**src/rtl/counter_scheduler.sv**
```systemverilog
// counter_scheduler
//
// Purpose:
//   Time-shares one Size-bit up-counter among Requesters clients. Clients
//   are served round-robin. The owner's duration is latched when the grant
//   is issued. The counter then runs from 0 up to that duration. When it
//   reaches the duration, a one-cycle done pulse goes to the owner.
//
// Optional feature macro: COUNTER_SCHEDULER_BACK2BACK_EN
//   When the macro is defined, the DONE state arbitrates by itself. The
//   finishing owner's request is masked for that one decision. If another
//   client is waiting, it is granted on the next edge with no IDLE cycle.
//   When the macro is undefined, DONE always returns to IDLE. This leaves
//   at least one all-zero grant cycle between jobs.
//
// Ports:
//   clock    : sole clock; all state updates on posedge
//   reset    : synchronous, active-low
//   req      : per-client request level; must stay high for the whole job
//   duration : packed per-client durations, client i at [i*Size +: Size]
//   grant    : one-hot owner indicator; zero when idle
//   done     : one-cycle completion pulse to the owner
//   count    : current counter value
//   owner    : index of the current or most recent owner
//   busy     : high while a job is running or completing

module counter_scheduler #(
  parameter int Size       = 5,
  parameter int Requesters = 4
) (
  input  logic                          clock,
  input  logic                          reset,
  input  logic [Requesters-1:0]         req,
  input  logic [Requesters*Size-1:0]    duration,
  output logic [Requesters-1:0]         grant,
  output logic [Requesters-1:0]         done,
  output logic [Size-1:0]               count,
  output logic [$clog2(Requesters)-1:0] owner,
  output logic                          busy
);

  localparam int IdxW = $clog2(Requesters);

  typedef enum logic [1:0] {
    ST_IDLE = 2'd0,
    ST_RUN  = 2'd1,
    ST_DONE = 2'd2
  } state_t;

  state_t          state_q, state_d;
  logic [IdxW-1:0] ptr_q, ptr_d;
  logic [IdxW-1:0] owner_q, owner_d;
  logic [Size-1:0] count_q, count_d;
  logic [Size-1:0] dur_q, dur_d;

  logic [Size-1:0]       dur_arr [Requesters];
  logic [Requesters-1:0] owner_dec;
  logic [Requesters-1:0] arb_mask;
  logic                  arb_found;
  logic [IdxW-1:0]       arb_idx;
  logic [IdxW-1:0]       cand;

  // Unpack the duration bus and decode the owner index to one-hot.
  for (genvar gi = 0; gi < Requesters; gi++) begin : g_client
    assign dur_arr[gi]   = duration[gi*Size +: Size];
    assign owner_dec[gi] = (owner_q == IdxW'(gi));
  end

  // In DONE, the finishing owner must not win straight back. In IDLE, the
  // full request vector takes part in arbitration.
`ifdef COUNTER_SCHEDULER_BACK2BACK_EN
  assign arb_mask = (state_q == ST_DONE) ? (req & ~owner_dec) : req;
`else
  assign arb_mask = req;
`endif

  // Round-robin search. It starts one past the last winner and wraps
  // modulo Requesters, which also works for non-power-of-two client counts.
  always_comb begin
    arb_found = 1'b0;
    arb_idx   = '0;
    cand      = '0;
    for (int k = 1; k <= Requesters; k++) begin
      cand = IdxW'((int'(ptr_q) + k) % Requesters);
      if (!arb_found && arb_mask[cand]) begin
        arb_found = 1'b1;
        arb_idx   = cand;
      end
    end
  end

  // Next-state logic for the FSM and the datapath.
  always_comb begin
    state_d = state_q;
    ptr_d   = ptr_q;
    owner_d = owner_q;
    count_d = count_q;
    dur_d   = dur_q;

    unique case (state_q)
      ST_IDLE: begin
        count_d = '0;
        if (arb_found) begin
          state_d = ST_RUN;
          owner_d = arb_idx;
          ptr_d   = arb_idx;
          dur_d   = dur_arr[arb_idx];
        end
      end

      ST_RUN: begin
        if (!req[owner_q]) begin
          // The owner withdrew: abort without a done pulse. The pointer
          // stays on the aborted owner, so the search resumes after it.
          state_d = ST_IDLE;
          count_d = '0;
        end else if (count_q == dur_q) begin
          state_d = ST_DONE;
        end else begin
          count_d = count_q + 1'b1;
        end
      end

      ST_DONE: begin
        state_d = ST_IDLE;
        count_d = '0;
`ifdef COUNTER_SCHEDULER_BACK2BACK_EN
        if (arb_found) begin
          state_d = ST_RUN;
          owner_d = arb_idx;
          ptr_d   = arb_idx;
          dur_d   = dur_arr[arb_idx];
        end
`endif
      end

      default: begin
        state_d = ST_IDLE;
        count_d = '0;
      end
    endcase
  end

  always_ff @(posedge clock) begin
    if (!reset) begin
      state_q <= ST_IDLE;
      ptr_q   <= IdxW'(Requesters - 1);
      owner_q <= '0;
      count_q <= '0;
      dur_q   <= '0;
    end else begin
      state_q <= state_d;
      ptr_q   <= ptr_d;
      owner_q <= owner_d;
      count_q <= count_d;
      dur_q   <= dur_d;
    end
  end

  assign busy  = (state_q != ST_IDLE);
  assign grant = busy ? owner_dec : '0;
  assign done  = (state_q == ST_DONE) ? owner_dec : '0;
  assign count = count_q;
  assign owner = owner_q;

endmodule

```
**config.mk**
```make
export PLATFORM = sky130hd
export DESIGN_NAME = counter_scheduler
export DESIGN_NICKNAME = d
export VERILOG_FILES = /design/src/rtl/counter_scheduler.sv
export SDC_FILE = /design/constraint.sdc
export NUM_CORES = 1
export LEC_CHECK = 0
export ABC_CLOCK_PERIOD_IN_PS = 1600
export CORE_ASPECT_RATIO = 1.25
export CORE_UTILIZATION = 39
export CTS_BUF_LIST = sky130_fd_sc_hd__clkbuf_8
export DETAILED_ROUTE_END_ITERATION = 8
export PLACE_DENSITY = 0.77
export SYNTH_ARGS = -nofsm -noshare
export SYNTH_HDL_FRONTEND = slang
export SYNTH_SLANG_ARGS = --single-unit
```
**constraint.sdc**
```tcl
create_clock -name clock -period 1.6 [get_ports clock]
set_clock_uncertainty 0.05 [all_clocks]
set_input_delay 0.24 -clock clock [delete_from_list [all_inputs] [get_ports clock]]
set_output_delay 0.24 -clock clock [all_outputs]
set_load 0.05 [all_outputs]
```
# Word level (Yosys, flattened, before mapping)
# Cells that the tools add are included.
[word_totals]
ff_bits = 16
input_bits = 26
output_inout_bits = 16
word_cells = 64
[op_classes]
add_sub_neg = 5
magnitude_cmp = 6
n_eq_ne = 8
n_mux = 27
bitwise = 1
n_reduce_logical = 12
[op_table]
columns = ["operator", "count"]
rows = [
  ["less-than comparator 2 x 3 -> 1 bit (second input constant)", 5],
  ["two-way mux 2 bit", 7],
  ["binary-select mux 1 bit (select 2 bit)", 5],
  ["binary-select mux 5 bit (select 2 bit)", 1],
  ["two-way mux 5 bit", 2],
  ["two-way mux 1 bit", 9],
  ["two-way mux 4 bit", 2],
  ["== test 2 bit (second input constant)", 3],
  ["adder 5 x 1 -> 5 bit (second input constant)", 1],
  ["== test 5 bit", 1],
  ["adder 2 x 1 -> 2 bit (second input constant)", 2],
  ["adder 2 bit (second input constant)", 2],
  ["== test 2 x 1 -> 1 bit (second input constant)", 2],
  ["zero test 2 bit", 2],
  ["case mux 2 bit (2 select lines)", 1],
  ["AND reduction 2 bit", 2],
  ["greater-or-equal comparator 3 bit (second input constant)", 1],
  ["logical AND 1 bit", 3],
  ["zero test 1 bit", 3],
  ["inequality test 3 bit (second input constant)", 1],
  ["inverter 2 -> 3 bit", 1],
  ["AND reduction 3 bit", 1],
  ["inequality test 2 bit (second input constant)", 1],
  ["nonzero test 2 bit", 1],
]

# Logic depth before layout (Yosys ltp)
[logic_depth]
ltp_word = 17
mapped_depth = 6
depth_no_buf = 5

# Least setup slack after synthesis
# No wires, ideal clock.
[synth_path]
kind = "flip-flop to output port"
startpoint = "register owner_q[1], in the netlist owner[1]"
endpoint = "output done[0]"
arrival_time_ps = 1685
required_time_ps = 1310
slack_ps = -375
path_stages_with_launch = 2
n_path_buf = 0
cell_sequence = "dfxtp_1 > nor3_1"
[synth_via]
elab_chain_len = 2
[synth_rtl]
columns = ["item", "line_no", "source"]
rows = [
  ["start, declared", "52", "logic [IdxW-1:0] owner_q, owner_d;"],
  ["start signal, assigned", "154", "owner_q <= owner_d;"],
  ["zero test 2 bit", "66", "assign owner_dec[gi] = (owner_q == IdxW'(gi));"],
  ["two-way mux 4 bit", "162", "assign done = (state_q == ST_DONE) ? owner_dec : '0;"],
  ["end, declared", "36", "output logic [Requesters-1:0] done,"],
]
# No other way between the ends.

# Worst setup path in the final report
[layout_path]
startpoint = "register state_q[0]"
endpoint = "output done[0]"
[layout_via]
elab_chain_len = 2
[layout_rtl]
columns = ["item", "line_no", "source"]
rows = [
  ["start, declared", "50", "state_t state_q, state_d;"],
  ["start signal, assigned", "152", "state_q <= state_d;"],
  ["== test 2 bit", "162", ""],
  ["two-way mux 4 bit", "162", ""],
]
# No other way between the ends.

==> results.rst <==
.. list-table::
   :header-rows: 1

   * - Metric
     - Value
   * - Final worst path period need
     - 1.56 ns
   * - Critical path class
     - register to output pin
   * - Switching power
     - 0.662 mW
   * - Antenna violations before repair
     - 0
   * - Number of clock sinks
     - 16
   * - Root Driver
     - sky130_fd_sc_hd__clkbuf_8
   * - Critical Path Fanout Max
     - 4
   * - Area of the die
     - 2800 um2
   * - Detailed router's first-iteration violation count
     - 18
   * - Maximum root-to-sink buffer count
     - 2
   * - Vias in the first global route
     - 997
   * - Pin count of the biggest net entering global routing
     - 10
   * - Status
     - complete, no violations
   * - Count of filler cells inserted in the layout
     - 209
   * - Final weighted congestion of routability-driven global placement
     - 0.786
   * - Area added between synthesis and finish
     - 63.4%
   * - Maximum level of the CTS H-tree
     - 1
   * - Number of placed instances with taps included
     - 192
   * - Adder and majority gate portion of the synthesized area
     - 0.0124
   * - Final Power
     - 1.78 mW
   * - Flop pwr share
     - 0.305
   * - Compound-gate portion of the synthesized area
     - 0.148
   * - Post-Route Setup TNS
     - 0 ns
   * - Dominant register cell in the synthesized netlist
     - sky130_fd_sc_hd__dfxtp_1
   * - Fraction of power consumed by combinational cells
     - 0.498
   * - Max Cap Viol
     - 0
   * - Routed length per instance
     - 12.6 um
   * - Critical-path cell list
     - nand2b_1 -> nor3_1 -> buf_12
   * - Number of warning messages in the yosys log
     - 0
   * - Fin crit share
     - 0.972
   * - Clock-pin slew of the registers on the worst-case setup and hold paths
     - 0.06 ns
   * - Number of buffers added to fix hold violations after cts
     - 0
   * - Seq cells post-synth
     - 16
   * - Placeable core area
     - 2450 um2
   * - Yosys top cell by area
     - sky130_fd_sc_hd__dfxtp_1
   * - Number of enable flip-flop cells after synthesis
     - 0
   * - Area of the mapped netlist
     - 1010 um2
   * - Mux share of post-synthesis cell area
     - 0.174
   * - Dominant combinational cell family by area after synthesis
     - simple AND/OR/NAND/NOR gates
   * - PwrDens
     - 1070 nW/um2
   * - Clock network latency to the later pin of the worst-skew pair
     - 0.24 ns
   * - DRT antenna net count
     - 0
   * - Via count
     - 1010
   * - Synth area leaders
     - sky130_fd_sc_hd__dfxtp_1 (32%), sky130_fd_sc_hd__mux2i_1 (8.9%), sky130_fd_sc_hd__nor2_1 (4.8%), sky130_fd_sc_hd__mux2_2 (4.4%), sky130_fd_sc_hd__xnor2_1 (4.3%)
   * - Final setup violating endpoints
     - 0
   * - Pint
     - 1.11 mW
   * - Congestion Overflow GR
     - 0
   * - Top post-synthesis cells by count
     - sky130_fd_sc_hd__dfxtp_1 (16), sky130_fd_sc_hd__nor2_1 (13), sky130_fd_sc_hd__mux2i_1 (9)
   * - Number of remaining DRC errors
     - 0
   * - DIE HEIGHT
     - 59.0 um
   * - Die width
     - 47.6 um
   * - First-pass GRT wire length
     - 4130 um
   * - Slowest stage delay, CP
     - 0.32 ns
   * - Nets
     - 194
   * - Maximum vdd ir drop
     - 0.638 mV
   * - Kind of start point of the critical path
     - register
   * - Portion of the post-synthesis area used by sequential elements
     - 0.316
   * - Cells after synthesis
     - 111
   * - Synth Area in Simple Gates
     - 0.231
   * - Clock share of power
     - 0.197
   * - Total wire length
     - 2500 um
   * - Crit path capture type
     - output pin
   * - Parity-gate share of the synthesized area counting xor and xnor cells
     - 0.0779
   * - Endpoints failing hold
     - 0
   * - RSZ-0062 raised after global routing
     - false
   * - Hold WC Path Type
     - register to register
   * - Fraction of registers with async set/reset
     - 0
   * - Post-synth top area share
     - 0.316
   * - Avg Vias per Cell
     - 5.08
   * - Switching share of power
     - 0.372
   * - Dpl hpwl
     - 2010 um
   * - First-pass DRT Iterations
     - 4
   * - Static leakage
     - 0.683 nW
   * - Worst-Margin Slew
     - 0.353 ns
   * - Site row count
     - 20
   * - Worst slew margin relative to its limit
     - 0.763
   * - Fin. max-slew vios
     - 0
   * - Ratio of cells with drive above 1 in the final layout
     - 0.367
   * - Top-level port count
     - 42
   * - Initial Util
     - 0.413
   * - TritonCTS buffer count
     - 3
   * - TritonCTS clock tree
     - done
   * - Critical path data required time
     - 1.31 ns
   * - Distinct cell type count after synthesis
     - 36
   * - Endpoint arrival time on the critical path
     - 1.27 ns
   * - Peak Freq
     - 643 MHz
   * - Non-Filler Instances
     - 199
   * - Avg Cell Area, Syn
     - 9.12 um2
   * - Gr usage total
     - 0.202
   * - Most frequent cell after synthesis
     - sky130_fd_sc_hd__dfxtp_1
   * - Diode count
     - 0
   * - Final hold slack
     - 0.427 ns
   * - Number of buffer cells added on primary ports
     - 41
   * - Slowest stage cell on the critical path
     - sky130_fd_sc_hd__dfxtp_1
   * - Syn_nets
     - 138
-- stage by stage --
stage | setup WS [ns] | area [um2] | utilization
after floorplan | -0.244 | 1020 | -
after global placement | -0.413 | 1560 | 0.635
after detailed placement | -0.457 | 1560 | 0.635
after CTS | 0.0211 | 1660 | 0.676
after global routing | 0.00238 | 1650 | 0.674
final | 0.0446 | 1650 | 0.674
-- path summary, 6_finish.rpt --
check	endpoint	startpoint	cells past startpoint	slack [ns]
hold / removal	dur_q[0]$_SDFFE_PN0P_	dur_q[0]$_SDFFE_PN0P_	2	0.43
setup / recovery	done[0]	state_q[0]$_SDFFE_PN0P_	3	0.04
hold reg to reg	dur_q[0]$_SDFFE_PN0P_	dur_q[0]$_SDFFE_PN0P_	2	0.43
setup reg to reg	dur_q[4]$_SDFFE_PN0P_	ptr_q[0]$_SDFFE_PN1P_	5	0.05
-- layer usage --
| metal | wire, um | GRT usage | vias up |
|---|---|---|---|
| met5 | 0 | 0 | - |
| met4 | 0 | 0.0357 | 0 |
| met3 | 79 | 0.0184 | 0 |
| met2 | 1440 | 0.393 | 30 |
| met1 | 984 | 0.226 | 473 |
| li1 | - | - | 507 |
-- registers in the layout, indices dropped and copies added (netlist names) --
signal and count:
dur_q 5, count 5, ptr_q 2, state_q 2
owner 2
-- final cells by class --
| type | instances | area [um2] | share of cell area |
|---|---|---|---|
| multi-input cells | 90 | 689 | 0.417 |
| repair buffers | 53 | 527 | 0.318 |
| flip-flops and latches | 16 | 330 | 0.200 |
| clock buffers | 4 | 55.1 | 0.0333 |
| well taps | 33 | 41.3 | 0.0250 |
| inverters | 3 | 11.3 | 0.00681 |
-- critical path: cells and delay by family (launching register included) --
kind | cells | cell delay, ns
DFF | 1 | 0.32
and+or+nand+nor | 2 | 0.51
buffers and inverters | 1 | 0.19
-- logic make-up (layout without fill, tap and decap cells) --
family,after synthesis,count (layout)
adders and majority gates,1,1
and+or+nand+nor,45,45
buffers and inverters,6,60
muxes,15,15
DFF,16,16
xor gates and xnor gates,9,9
AOI/OAI and AO/OA,19,20
-- power groups by stage --
stage | combinational, mW | sequential, mW | clock (mW)
floorplan | 0.534 | 0.584 | 0
global placement | 0.839 | 0.541 | 0
detailed placement | 0.855 | 0.543 | 0
CTS | 0.889 | 0.542 | 0.354
global route | 0.957 | 0.553 | 0.365
finish | 0.884 | 0.542 | 0.350
-- cells in the final DEF (no fill, tap or decap), drive strengths merged, types with 6 or more instances in the layout --
master	count
nand2b	6
nor2	14
o21ai	9
buf	28
dfxtp	16
clkdlybuf4s50	21
mux2i	9
nand3	8
nand2	8
-- what timing repair did --
item	4_1_cts	5_1_grt
gates cloned	1	0
pin swaps	4	0
setup endpoints to repair	12	4
gates resized for setup	10	3
buffers inserted	2	0
No activity file was read; power rests on OpenSTA's default activity.
